`src/rtl/cache_pkg.sv`:
```
// Shared types and constants for the arbitro_cache controller slice.
package cache_pkg;

    localparam int ADDR_W_DEF = 5;
    localparam int DATA_W_DEF = 3;

    localparam logic PORTA0 = 1'b0;
    localparam logic PORTA1 = 1'b1;

    typedef enum logic [2:0] {
        IDLE,
        ACESSO,
        ESPERA_WB,
        ESPERA_MISS,
        RESPOSTA
    } estado_t;

    function automatic logic [7:0] sat_inc8(input logic [7:0] v);
        return (v == 8'hFF) ? v : v + 8'd1;
    endfunction

endpackage

```
`src/rtl/arbitro_rr.sv`:
```
// Two-input round-robin selector: ptr breaks ties, a lone request always wins.
module arbitro_rr
    import cache_pkg::*;
(
    input  logic req0,
    input  logic req1,
    input  logic ptr,
    input  logic habilita,
    output logic valido,
    output logic vencedor
);

    always_comb begin
        valido   = habilita & (req0 | req1);
        vencedor = PORTA0;
        if (req0 && req1) begin
            vencedor = ptr;
        end else if (req1) begin
            vencedor = PORTA1;
        end
    end

endmodule

```
`src/rtl/arbitro_cache.sv`:
```
// Shares one memoriaCache between two requesters with fixed hit/miss/write-back latencies.
// Define ARBITRO_CONTADORES_EN to enable saturating hit/miss/write-back counters.
module arbitro_cache
    import cache_pkg::*;
#(
    parameter int ADDR_W   = ADDR_W_DEF,
    parameter int DATA_W   = DATA_W_DEF,
    parameter int MISS_LAT = 2,
    parameter int WB_LAT   = 2,
    parameter int MAX_TENT = 2
) (
    input  logic              clock,
    input  logic              reset,
    input  logic              req0,
    input  logic              req1,
    input  logic              wren0,
    input  logic              wren1,
    input  logic [DATA_W-1:0] data0,
    input  logic [DATA_W-1:0] data1,
    input  logic [ADDR_W-1:0] address0,
    input  logic [ADDR_W-1:0] address1,
    output logic              ack0,
    output logic              ack1,
    output logic [DATA_W-1:0] dadoCPU0,
    output logic [DATA_W-1:0] dadoCPU1,
    output logic              erro,
    output logic              cache_wren,
    output logic [DATA_W-1:0] cache_data,
    output logic [ADDR_W-1:0] cache_address,
    input  logic              cache_hit,
    input  logic              cache_writeBack,
    input  logic [DATA_W-1:0] cache_dado,
    output logic              busy,
    output logic              grant,
    output logic [7:0]        cnt_hit,
    output logic [7:0]        cnt_miss,
    output logic [7:0]        cnt_wb
);

    estado_t           estado_q, estado_d;
    logic              ptr_q, ptr_d;
    logic              grant_q, grant_d;
    logic              wren_q, wren_d;
    logic [DATA_W-1:0] data_q, data_d;
    logic [ADDR_W-1:0] addr_q, addr_d;
    logic [7:0]        tent_q, tent_d;
    logic [7:0]        espera_q, espera_d;
    logic              erro_q, erro_d;
    logic [DATA_W-1:0] dado0_q, dado0_d;
    logic [DATA_W-1:0] dado1_q, dado1_d;
    logic [DATA_W-1:0] resposta;

    logic valido, vencedor;

    arbitro_rr u_rr (
        .req0     (req0),
        .req1     (req1),
        .ptr      (ptr_q),
        .habilita (estado_q == IDLE),
        .valido   (valido),
        .vencedor (vencedor)
    );

    always_ff @(posedge clock) begin
        if (reset) begin
            estado_q <= IDLE;
            ptr_q    <= PORTA0;
            grant_q  <= PORTA0;
            wren_q   <= 1'b0;
            data_q   <= '0;
            addr_q   <= '0;
            tent_q   <= '0;
            espera_q <= '0;
            erro_q   <= 1'b0;
            dado0_q  <= '0;
            dado1_q  <= '0;
        end else begin
            estado_q <= estado_d;
            ptr_q    <= ptr_d;
            grant_q  <= grant_d;
            wren_q   <= wren_d;
            data_q   <= data_d;
            addr_q   <= addr_d;
            tent_q   <= tent_d;
            espera_q <= espera_d;
            erro_q   <= erro_d;
            dado0_q  <= dado0_d;
            dado1_q  <= dado1_d;
        end
    end

    always_comb begin
        estado_d = estado_q;
        ptr_d    = ptr_q;
        grant_d  = grant_q;
        wren_d   = wren_q;
        data_d   = data_q;
        addr_d   = addr_q;
        tent_d   = tent_q;
        espera_d = espera_q;
        erro_d   = erro_q;
        dado0_d  = dado0_q;
        dado1_d  = dado1_q;
        resposta = wren_q ? data_q : cache_dado;

        case (estado_q)
            IDLE: begin
                if (valido) begin
                    grant_d  = vencedor;
                    wren_d   = (vencedor == PORTA1) ? wren1    : wren0;
                    data_d   = (vencedor == PORTA1) ? data1    : data0;
                    addr_d   = (vencedor == PORTA1) ? address1 : address0;
                    tent_d   = 8'd1;
                    erro_d   = 1'b0;
                    estado_d = ACESSO;
                end
            end
            ACESSO: begin
                // The retry limit is checked before write-back so a dirty miss cannot extend it.
                if (cache_hit || tent_q == 8'(MAX_TENT)) begin
                    estado_d = RESPOSTA;
                    erro_d   = ~cache_hit;
                    if (!cache_hit) begin
                        resposta = '0;
                    end
                    if (grant_q == PORTA1) begin
                        dado1_d = resposta;
                    end else begin
                        dado0_d = resposta;
                    end
                end else if (cache_writeBack) begin
                    estado_d = ESPERA_WB;
                    espera_d = 8'(WB_LAT - 1);
                end else begin
                    estado_d = ESPERA_MISS;
                    espera_d = 8'(MISS_LAT - 1);
                end
            end
            ESPERA_WB: begin
                if (espera_q == 8'd0) begin
                    estado_d = ESPERA_MISS;
                    espera_d = 8'(MISS_LAT - 1);
                end else begin
                    espera_d = espera_q - 8'd1;
                end
            end
            ESPERA_MISS: begin
                if (espera_q == 8'd0) begin
                    estado_d = ACESSO;
                    tent_d   = tent_q + 8'd1;
                end else begin
                    espera_d = espera_q - 8'd1;
                end
            end
            RESPOSTA: begin
                ptr_d    = ~grant_q;
                erro_d   = 1'b0;
                estado_d = IDLE;
            end
            default: estado_d = IDLE;
        endcase
    end

    always_comb begin
        busy          = (estado_q != IDLE);
        ack0          = (estado_q == RESPOSTA) && (grant_q == PORTA0);
        ack1          = (estado_q == RESPOSTA) && (grant_q == PORTA1);
        erro          = erro_q;
        dadoCPU0      = dado0_q;
        dadoCPU1      = dado1_q;
        grant         = grant_q;
        cache_wren    = busy & wren_q;
        cache_data    = data_q;
        cache_address = addr_q;
    end

`ifdef ARBITRO_CONTADORES_EN
    logic [7:0] cnt_hit_q, cnt_miss_q, cnt_wb_q;

    always_ff @(posedge clock) begin
        if (reset) begin
            cnt_hit_q  <= '0;
            cnt_miss_q <= '0;
            cnt_wb_q   <= '0;
        end else if (estado_q == ACESSO) begin
            if (cache_hit) begin
                cnt_hit_q <= sat_inc8(cnt_hit_q);
            end else begin
                cnt_miss_q <= sat_inc8(cnt_miss_q);
                if (cache_writeBack) begin
                    cnt_wb_q <= sat_inc8(cnt_wb_q);
                end
            end
        end
    end

    assign cnt_hit  = cnt_hit_q;
    assign cnt_miss = cnt_miss_q;
    assign cnt_wb   = cnt_wb_q;
`else
    assign cnt_hit  = '0;
    assign cnt_miss = '0;
    assign cnt_wb   = '0;
`endif

endmodule

```
`config.mk`:
```
export PLATFORM = sky130hd
export DESIGN_NAME = arbitro_cache
export DESIGN_NICKNAME = d
export VERILOG_FILES = /design/src/rtl/cache_pkg.sv /design/src/rtl/arbitro_rr.sv /design/src/rtl/arbitro_cache.sv
export SDC_FILE = /design/constraint.sdc
export NUM_CORES = 1
export LEC_CHECK = 0
export ABC_AREA = 1
export BUFFER_PORTS_ARGS = -buffer_cell sky130_fd_sc_hd__buf_2
export CAP_MARGIN = 20
export CORE_MARGIN = 4
export CORE_UTILIZATION = 46
export DETAILED_ROUTE_END_ITERATION = 16
export MAX_ROUTING_LAYER = met4
export PLACE_DENSITY = 0.77
export SETUP_SLACK_MARGIN = 0.5
export SYNTH_ARGS = -nofsm -noshare
export SYNTH_HDL_FRONTEND = slang
export SYNTH_SLANG_ARGS = --single-unit
```
`constraint.sdc`:
```
create_clock -name clock -period 1.43 [get_ports clock]
set_clock_uncertainty 0.1 [all_clocks]
set_input_delay 0.143 -clock clock [delete_from_list [all_inputs] [get_ports clock]]
set_output_delay 0.143 -clock clock [all_outputs]
set_load 0.01 [all_outputs]
```
==> results.toml <==
[status]
status = "complete, but fails checks"
violations = "setup timing"

[synthesis]
yosys_warnings = 0
synth_largest_area_cell = "dfxtp_1"
yosys_most_used_dff = "dfxtp_1"
synth_xor_area_share_pct = 0.816
synth-simple-area-share_pct = 32.0
synthArstFlopShare_pct = 0
synth_mux_area_share_pct = 0.466
seq_area_frac_synth_pct = 34.5
synthCells = 319
synth_top_family_by_area = "simple AND/OR/NAND/NOR gates"
yosys.area.top_type_share_pct = 34.5
synth.ff_latch_count = 37
synth_edf_count = 0
synthAdderAreaFrac_pct = 2.33
syn_area_per_cell_um2 = 6.73
synth.distinct_cells = 28
syn-cell-area_um2 = 2150
synth_compound_area_share_pct = 13.6
ys_top_cells_by_area = "dfxtp_1 35%, nand2_1 12%, nor2_1 11%, buf_4 8.7%, inv_1 5.8%"

[clock_tree]
hold_buffers = 0
htreeDepth = 2
cts_num_sinks = 37
max-clock-path-buffers = 2
clk_pin_slew_worst_paths_ps = 90
cts_buffers = 5
cts_tree = "built"
cts-root-buf = "clkbuf_8"
clkLatencyLatePin_ps = 310

[detailed_routing]
ant_nets = 0
drt-total-wl_um = 7970
vias = 2553
drt_iter0_drc = 257
dr.pass1.iters = 5
routedWlPerCell_um = 17.0
via_per_inst = 5.44
drc = 0

[global_routing]
antenna_found_initial = 0
overflow = 0
grt_max_degree = 13
grt_pass1_wl_um = 9980
grt_pass1_vias = 2205
gr-usage-all-layers_pct = 21.9

[final_layout]
antenna_cells = 0
mostFrequentLayoutCell = "nor2_1"
nets = 447
n_fill_cell = 250
areaGrowthSynthToFinish_pct = 56.6
final_util_pct = 75.6
final_cell_mix = "50 x nor2_1, 49 x nand2_1, 38 x buf_4, 29 x buf_2, 27 x inv_1"
drive_gt1_share_pct = 50.4

[setup_path]
end_kind = "flip-flop"
crit_slowest_cell = "dfxtp_4"
crit_chain = "nor2_4 > nand2_4 > inv_4 > o21ai_4 > or2_4 > buf_6 > o31ai_4"
worstSetupStartpointType = "flip-flop"
path_max_fanout = 5
worstPathRequired_ps = 1550
critPathBufInv = 2
crit_type = "flip-flop to flip-flop"
path_delay_family = "simple AND/OR/NAND/NOR gates"
slowest_delay_ps = 380
cp.arrival_ps = 1710

[timing]
rsz0062_at_grt = "yes"
clock.fmax_ghz = 0.627
finalCritPeriodShare_pct = 112
drv_slew = 0
holdWs_ps = 37.8
fin_crit_ps = 1600
timing.final.ws_setup_ps = -166
setup_viol = 37
final-hold-violation-count = 0

[pwr]
switchingPower_mw = 3.16
power.total_mw = 6.72
peakVddDrop_mv = 1.19
power.leakage_nw = 1.53
pwr-share-clk_pct = 11.6
power.internal_mw = 3.56
switching_share_pct = 47.1
pwr-share-comb_pct = 64.5
share_seq_of_total_power_pct = 23.9
power_density_nw_per_um2 = 2000

[die]
initial_utilization_pct = 48.3
die_area_um2 = 5820
rows = 24
coreArea_um2 = 4440
dieHeight_um = 76.3
io_pins = 71
chipWidth_um = 76.3

[place]
dp_hpwl_um = 4080
io_buffers = 46
gp_congestion = 0.819
post-place-ws_ps = -69.7

[min_path]
min_path_type = "input pin to flip-flop"

[run]
max_cap_viol_count = 0
per-layer routing:
metal  GRT usage, %  up-vias  wire length [um]
met4           10.5        0               369
met3           3.90       46               698
li1               -     1162                 -
met5              -        -                 0
met2           36.2      168              3970
met1           25.7     1177              2940
worst min-delay path: cells and delay by family:
kind | cells | cell delay [ps]
muxes | 1 | 80
AOI/OAI and AO/OA | 1 | 110
buffers and inverters | 1 | 80
state kept, by name, summed over array words and instances, names as in the netlist:
register / cells
cache_address: 5
cache_data: 3
dadoCPU0: 3
dadoCPU1: 3
erro: 1
espera_q: 8
estado_q: 3
grant: 1
ptr_q: 1
tent_q: 8
wren_q: 1
synth_stat cells (4+ instances only):
| cell | count |
|---|---|
| a21oi_1 | 19 |
| buf_4 | 25 |
| dfxtp_1 | 37 |
| ha_1 | 4 |
| inv_1 | 33 |
| inv_2 | 5 |
| nand2_1 | 67 |
| nand3_1 | 13 |
| nand4_1 | 4 |
| nor2_1 | 65 |
| nor3_1 | 8 |
| o21ai_0 | 11 |
| o31ai_2 | 8 |
final timing paths:
path,from,end,slack [ps],depth (start not counted)
worst max register to register,estado_q[0],cache_address[1],-170,7
worst min register to register,cache_address[2],cache_address[2],390,2
worst max-delay path,estado_q[0],cache_address[1],-170,7
worst min-delay path,wren0,wren_q,40,3
cells by family (layout without fill, tap and decap cells):
logic type | Yosys count | count (layout)
buf+inv | 65 | 140
xor+xnor | 2 | 2
simple gates | 165 | 165
compound gates | 44 | 44
flops | 37 | 37
fa+ha+maj | 4 | 4
other cells | 1 | 24
mux | 1 | 1
what timing repair did:
action	4_1_cts	5_1_grt
setup endpoints to repair	57	57
hold endpoints to repair	0	0
cloned	1	0
pin swaps	11	18
gates resized for setup	74	56
buffers inserted	10	8
final cells by class:
cell class	count	area [um2]	area share, %
Timing Repair Buffer	94	743	22.1
Sequential cell	37	774	23.0
Tap cell	52	65.1	1.94
Inverter	38	155	4.62
Clock inverter	3	17.5	0.521
Clock buffer	5	68.8	2.05
Multi-Input combinational cell	240	1540	45.7
power by group through the flow:
stage | Combinational (mW) | Clock (mW) | Sequential (mW)
4_1_cts | 3.26 | 0.747 | 1.54
3_3_place_gp | 2.59 | 0 | 1.49
6_report | 4.33 | 0.780 | 1.60
5_1_grt | 4.62 | 0.821 | 1.62
2_1_floorplan | 1.76 | 0 | 1.55
3_5_place_dp | 2.64 | 0 | 1.49
per-stage QoR:
stage                     area (um2)  TNS [ps]  std cells
after floorplan                 2320         0        342
after global placement          2630     -87.4        442
after detailed placement        2630      -371        442
after CTS                       3050      -440        461
after global routing            3360     -4560        469
final                           3360     -2810        469
(Power assumes the default switching activity.)
